==> src/rtl/fetch_unit.sv <==
`default_nettype none
// ============================================================================
//  Module   : fetch_unit
//  Purpose  : Instruction-fetch stage. Owns the PC, reads 16-bit words from
//             a combinational-read instruction memory and assembles 32-bit
//             instructions (one-word, or opcode word + immediate word) for
//             the IF/ID pipeline buffer. The start PC is loaded from a
//             two-word reset vector (high half first).
//  Ports    : clk, rst_n             clock / async active-low reset
//             imem_addr, imem_rdata  instruction-memory word address / data
//             fetch_stall            hold all state
//             redirect, redirect_pc  branch/ret target load
//             fetch_instruction      {first_word, second_word}
//             fetch_pc               address of the instruction's first word
//             fetch_valid            fetch_instruction is a real instruction
//             fetch_count            (FETCH_CNT_EN only) accepted fetches
//  Options  : `define FETCH_CNT_EN adds the fetch_count port and counter.
//  Revision : 1.0  initial release
// ============================================================================
module fetch_unit #(
   parameter int ADDR_W    = 20,
   parameter int RESET_VEC = 0,
   parameter int IMM_BIT   = 15
) (
   input  logic              clk,
   input  logic              rst_n,
   output logic [ADDR_W-1:0] imem_addr,
   input  logic [15:0]       imem_rdata,
   input  logic              fetch_stall,
   input  logic              redirect,
   input  logic [31:0]       redirect_pc,
   output logic [31:0]       fetch_instruction,
   output logic [31:0]       fetch_pc,
   output logic              fetch_valid
`ifdef FETCH_CNT_EN
   ,
   output logic [31:0]       fetch_count
`endif
);

   typedef enum logic [1:0] {
      VEC_HI    = 2'd0,
      VEC_LO    = 2'd1,
      FETCH     = 2'd2,
      FETCH_IMM = 2'd3
   } state_t;

   // Vector addresses are taken modulo the memory size, so RESET_VEC+1 wraps.
   localparam logic [31:0]       c_vec32  = RESET_VEC;
   localparam logic [ADDR_W-1:0] c_vec_hi = c_vec32[ADDR_W-1:0];
   localparam logic [ADDR_W-1:0] c_vec_lo = c_vec_hi + {{(ADDR_W-1){1'b0}}, 1'b1};

   state_t      r_state;
   logic [31:0] r_pc;
   logic [15:0] r_held_word;
   logic [31:0] r_held_pc;
   logic        w_is_imm;

   assign w_is_imm = imem_rdata[IMM_BIT];

   // Outputs are decoded combinationally from the current state and the
   // memory word, so they track an async reset without waiting for a clock.
   always_comb begin
      imem_addr         = r_pc[ADDR_W-1:0];
      fetch_instruction = 32'h0;
      fetch_pc          = 32'h0;
      fetch_valid       = 1'b0;
      case (r_state)
         VEC_HI: imem_addr = c_vec_hi;
         VEC_LO: imem_addr = c_vec_lo;
         FETCH: begin
            if (!w_is_imm) begin
               fetch_instruction = {imem_rdata, 16'h0};
               fetch_pc          = r_pc;
               fetch_valid       = 1'b1;
            end
         end
         FETCH_IMM: begin
            fetch_instruction = {r_held_word, imem_rdata};
            fetch_pc          = r_held_pc;
            fetch_valid       = 1'b1;
         end
         default: ;
      endcase
   end

   always_ff @(posedge clk or negedge rst_n) begin
      if (!rst_n) begin
         r_state     <= VEC_HI;
         r_pc        <= 32'h0;
         r_held_word <= 16'h0;
         r_held_pc   <= 32'h0;
      end else begin
         case (r_state)
            // Vector load ignores stall and redirect: nothing downstream is
            // valid yet, so there is nothing to hold or flush.
            VEC_HI: begin
               r_pc[31:16] <= imem_rdata;
               r_state     <= VEC_LO;
            end
            VEC_LO: begin
               r_pc[15:0] <= imem_rdata;
               r_state    <= FETCH;
            end
            FETCH, FETCH_IMM: begin
               if (redirect) begin
                  // Redirect beats stall; any half-assembled instruction is dropped.
                  r_pc        <= redirect_pc;
                  r_state     <= FETCH;
                  r_held_word <= 16'h0;
               end else if (!fetch_stall) begin
                  r_pc <= r_pc + 32'd1;
                  if (r_state == FETCH && w_is_imm) begin
                     r_held_word <= imem_rdata;
                     r_held_pc   <= r_pc;
                     r_state     <= FETCH_IMM;
                  end else begin
                     r_state <= FETCH;
                  end
               end
            end
            default: r_state <= VEC_HI;
         endcase
      end
   end

`ifdef FETCH_CNT_EN
   // Counts only instructions the IF/ID buffer actually accepts.
   always_ff @(posedge clk or negedge rst_n) begin
      if (!rst_n) begin
         fetch_count <= 32'h0;
      end else if (fetch_valid && !fetch_stall && !redirect) begin
         fetch_count <= fetch_count + 32'd1;
      end
   end
`endif

endmodule
`default_nettype wire

==> config.mk <==
export PLATFORM = sky130hd
export DESIGN_NAME = fetch_unit
export DESIGN_NICKNAME = d
export VERILOG_FILES = /design/src/rtl/fetch_unit.sv
export SDC_FILE = /design/constraint.sdc
export NUM_CORES = 1
export LEC_CHECK = 0
export BUFFER_PORTS_ARGS = -buffer_cell sky130_fd_sc_hd__buf_2
export CAP_MARGIN = 20
export CORE_ASPECT_RATIO = 1.25
export CORE_MARGIN = 2
export CORE_UTILIZATION = 53
export DETAILED_ROUTE_END_ITERATION = 10
export PLACE_DENSITY_LB_ADDON = 0.08
export SYNTH_ARGS = -nofsm -noshare
export SYNTH_HDL_FRONTEND = slang
export SYNTH_SLANG_ARGS = --single-unit
==> constraint.sdc <==
create_clock -name clk -period 2.49 [get_ports clk]
set_clock_uncertainty 0.2 [all_clocks]
set_input_delay 0.498 -clock clk [delete_from_list [all_inputs] [get_ports clk]]
set_output_delay 0.498 -clock clk [all_outputs]
set_load 0.01 [all_outputs]
### Word level (Yosys, flattened, before mapping)

Index checks and enable logic that the tools add are counted.

| word-level totals | value |
|---|---|
| output and inout bits | 85 |
| input bits | 52 |
| register bits after elaboration | 82 |
| logic and storage cells | 41 |

| cells by class | value |
|---|---|
| equal/unequal tests | 5 |
| reductions and logical operators | 10 |
| mux-type cells | 18 |
| bitwise logic cells | 2 |
| add/sub/neg operators | 1 |

Operator list:

| cell | number |
|---|---|
| $pmux W32 S2 | 2 |
| $mux W32 | 3 |
| $pmux W16 S2 | 2 |
| $mux W16 | 3 |
| $pmux W20 S2 | 1 |
| $add A32 B1 Y32 const B | 1 |
| $mux W31 | 1 |
| $pmux W2 S3 | 1 |
| $reduce_bool A2 Y1 | 3 |
| $eq A2 B2 Y1 const B | 2 |
| $mux W2 | 2 |
| $reduce_and A2 Y1 | 2 |
| $reduce_and A4 Y1 | 1 |
| $ne A3 B3 Y1 const B | 1 |
| $reduce_and A3 Y1 | 1 |
| $eq A2 B1 Y1 const B | 1 |
| $logic_not A2 Y1 | 1 |
| $mux W1 | 2 |
| $ne A2 B1 Y1 const B | 1 |
| $not A1 Y1 | 2 |
| $pmux W1 S2 | 1 |
| $reduce_or A2 Y1 | 1 |
| $logic_and A1 B1 Y1 | 1 |

### Logic depth before layout (Yosys ltp)

| logic depth | value |
|---|---|
| depth after elaboration | 6 |
| depth in mapped cells | 8 |
| mapped depth without buffers | 6 |

### Least setup slack after synthesis

Ideal clock, no wire load.

| path | value |
|---|---|
| kind | reg2out |
| start | register r_state[1] |
| end | output fetch_instruction[16] |
| arrival | 1.523 ns |
| cell stages (with the launch flop) | 6 |
| slack | 0.269 ns |
| buffers on the path | 2 |
| data required time | 1.792 ns |
| cells stage by stage | dfrtp_1 clkinv_1 nor3_1 clkbuf_1 buf_2 a22o_1 |

| on the way | value |
|---|---|
| cells in the longest elaborated chain, start to end | 2 |
| elaborated cells between the ends (all ways) | 3 |
| those cells by class | 2 x eq/ne; 1 x mux |

RTL lines:

| element | RTL line | text |
|---|---|---|
| start, declared | 53 | `state_t r_state;` |
| start signal, assigned | 89 | `r_state <= VEC_HI;` |
| start signal, assigned | 99 | `r_state <= VEC_LO;` |
| start signal, assigned | 103 | `r_state <= FETCH;` |
| $eq A2 B2 Y1 | 68 | `case (r_state)` |
| $pmux W32 S2 (*) | 68 |  |
| end, declared | 32 | `output logic [31:0] fetch_instruction,` |

Mark *: on every way between the ends. The rest lies on a longest branch, timed or not.

### Final worst setup path

| path | value |
|---|---|
| start | register r_state[0] |
| end | output fetch_instruction[24] |

Same word-level chain as after synthesis.

==> results.toml <==
[status]
status = "complete, no violations"

[global_route]
antenna_found_initial = 0
grt_pass1_wl_um = 24500
overflow = 0
grt_pass1_vias = 4730
grt.total_usage_pct = 30.1
grt_max_degree = 49

[hold_path]
hp-start = "redirect_pc[24]"
hold_end = "r_pc[24]$_DFFE_PN0P_"
hp-class = "in2reg"
whs_path_depth = 3

[worst_setup_path]
r2r-start = "r_state[1]$_DFFE_PN0P_"
path_max_fanout = 26
start_kind = "flop"
arrival_ps = 1730
path_class = "reg2out"
cp_slowest_stage_delay_ps = 390
critPathSlowestCell = "dfrtp_1"
critical_path_required_ps = 1790
r2r-end = "r_pc[21]$_DFFE_PN0P_"
r2r_slack_ps = 150
rr_worst_depth = 6
cp-end-kind = "output pin"
cp_cell_sequence = "buf_6, nor3_4, buf_4, buf_12, a22o_1, buf_2"

[power]
clkPwrFrac_pct = 36.5
static-leakage-power_nw = 3.06
power_switching_mw = 1.26
seqPwrFrac_pct = 41.2
switching_share_pct = 29.0
p_int_mw = 3.07
ir_drop_v = 0.000355
power_mw = 4.33
power_density_nw_per_um2 = 679
p_comb_share_pct = 22.2

[clock_tree]
cts_root_buf = "clkbuf_16"
htreeDepth = 3
worstSkewPairLatency_ps = 340
cts_buffer_depth = 2
cts_buffers = 9
cts_tree = "built"
clkTransAtPathRegs_ps = 60
clock_sinks = 82

[route]
vias_per_cell = 6.21
ant_nets = 0
routed_wl_um = 16300
via_count = 5083
drt_iter0_drc = 430
drc = 0
drt-wirelength-per-cell_um = 20.0
dr.pass1.iters = 5

[placement]
hpwl_um = 11200
dp_slack_ps = 156
gp_congestion = 0.934
port_buffers = 136

[sta]
period_needed_ps = 2430
tns_ps = 0
fmax_mhz = 412
tightest_slew_ps = 986
hold_violations = 0
slew_viol_final = 0
setup_viol = 0
relSlewSlack_pct = 34.0
finalWorstSetupSlack_ps = 60.1
rsz0062_at_grt = "false"
period_share_pct = 97.6

[die]
ios = 137
rows = 40
fp.dieH_um = 114
die_width_um = 91.6
core-area_um2 = 9460
floorplan.initialDensity_pct = 53.8
dieArea_um2 = 10400

[synthesis]
ys_seq_elements = 82
synthCells = 559
async_flop_share_pct = 100
synth_area_um2 = 5090
yosysSeqAreaShare_pct = 40.3
synth_edf_count = 0
synth_flop_cell = "dfrtp_1"
yosysWarnings = 0
avgSynthCellArea_um2 = 9.10
synth_nets = 612
synth.distinct_cells = 59

[final_layout]
final_common_cell = "buf_2"
area_growth_syn_to_layout_pct = 25.4
final_cell_mix = "135 x buf_2, 81 x dfrtp_1, 65 x nand2_1"
nFillCells = 807
n_antenna_cell = 0
drive_above_1_share_pct = 32.9
nets = 740

[job]
drv_cap = 0
## sequential cells by signal, summed over array words and instances, names as in the netlist
signal and flops:
r_state 2, r_pc 32, r_held_pc 32, r_held_word 16
## Yosys cell counts (all sizes together), types with 7 or more instances
cell type	number	area, um^2
xor2	7	61.3
clkbuf	33	128
nor2	29	109
nor3	9	55.1
and2	23	144
nand4	12	90.1
mux2	32	360
a31oi	7	43.8
nor2b	7	43.8
a22o	48	420
nand2	66	250
buf	16	77.6
dfrtp	82	2050
nand3	14	95.1
and3	27	169
a21oi	30	150
o21ai	40	200
## area by class of cell
cell class	count	area [um^2]	area share, %
multi-input combinational	423	2830	44.3
clock inverter	4	97.6	1.53
tap	126	158	2.47
sequential	82	2050	32.2
inverter	5	18.8	0.294
timing repair buffer	166	973	15.2
clock buffer	12	256	4.02
## timing repair
action                     CTS  global route
hold endpoints to repair    33             0
gates cloned                 0             2
gates resized for setup      2             1
setup buffers                0             2
hold buffers                 1             0
pin swaps                    0             1
setup endpoints to repair   47            47
## critical path, delay by kind of cell, from the launching register on
family                 cells  cell delay, ps
buffers and inverters      4             640
AOI/OAI and AO/OA          1             170
DFF                        1             390
and+or+nand+nor            1             180
## worst max path at each step
stage                                      start                     to  slack [ps]  cells past startpoint
after floorplan           r_state[1]$_DFFE_PN0P_  fetch_instruction[16]         270                      5
after global placement    r_state[1]$_DFFE_PN0P_  fetch_instruction[23]         190                      3
after detailed placement  r_state[1]$_DFFE_PN0P_  fetch_instruction[23]         160                      3
after CTS                 r_state[0]$_DFFE_PN0P_  fetch_instruction[23]          20                      5
after global routing      r_state[1]$_DFFE_PN0P_           fetch_pc[20]          30                      6
final                     r_state[0]$_DFFE_PN0P_  fetch_instruction[24]          60                      6
## per-layer routing
layer	vias up	part of all wire (%)	GRT usage, %
met5	-	0	0
met4	0	2.5	11.4
met3	29	6.7	4.03
met2	253	49	50.4
met1	2467	42	40.0
li1	2334	-	-
## stage by stage
stage	utilization [%]	cell area [um^2]	std cells	hold WS, ps
2_1_floorplan	-	5090	559	2.41
3_3_place_gp	63.0	5960	797	254
5_1_grt	67.5	6380	818	212
3_5_place_dp	63.0	5960	797	272
4_1_cts	66.9	6330	814	210
6_report	67.5	6380	818	210
## kinds of logic (layout without fill, tap and decap cells)
family,Yosys count,after routing,synth area share (%)
AO/OA/AOI/OAI,169,169,23.2
XOR/XNOR,10,10,1.72
buffers and inverters,54,187,4.40
multiplexers,36,36,7.87
AND/OR/NAND/NOR,207,207,22.2
adder cells (fa/ha/maj),1,1,0.246
flip-flops,82,82,40.3
## power by group through the flow
stage	Combinational [mW]	Sequential (mW)	Clock, mW
2_1_floorplan	0.653	1.71	0
3_3_place_gp	0.914	1.79	0
3_5_place_dp	0.938	1.80	0
4_1_cts	0.946	1.78	1.59
5_1_grt	1.05	1.82	1.65
6_report	0.964	1.79	1.58
(Power assumes the default switching activity.)
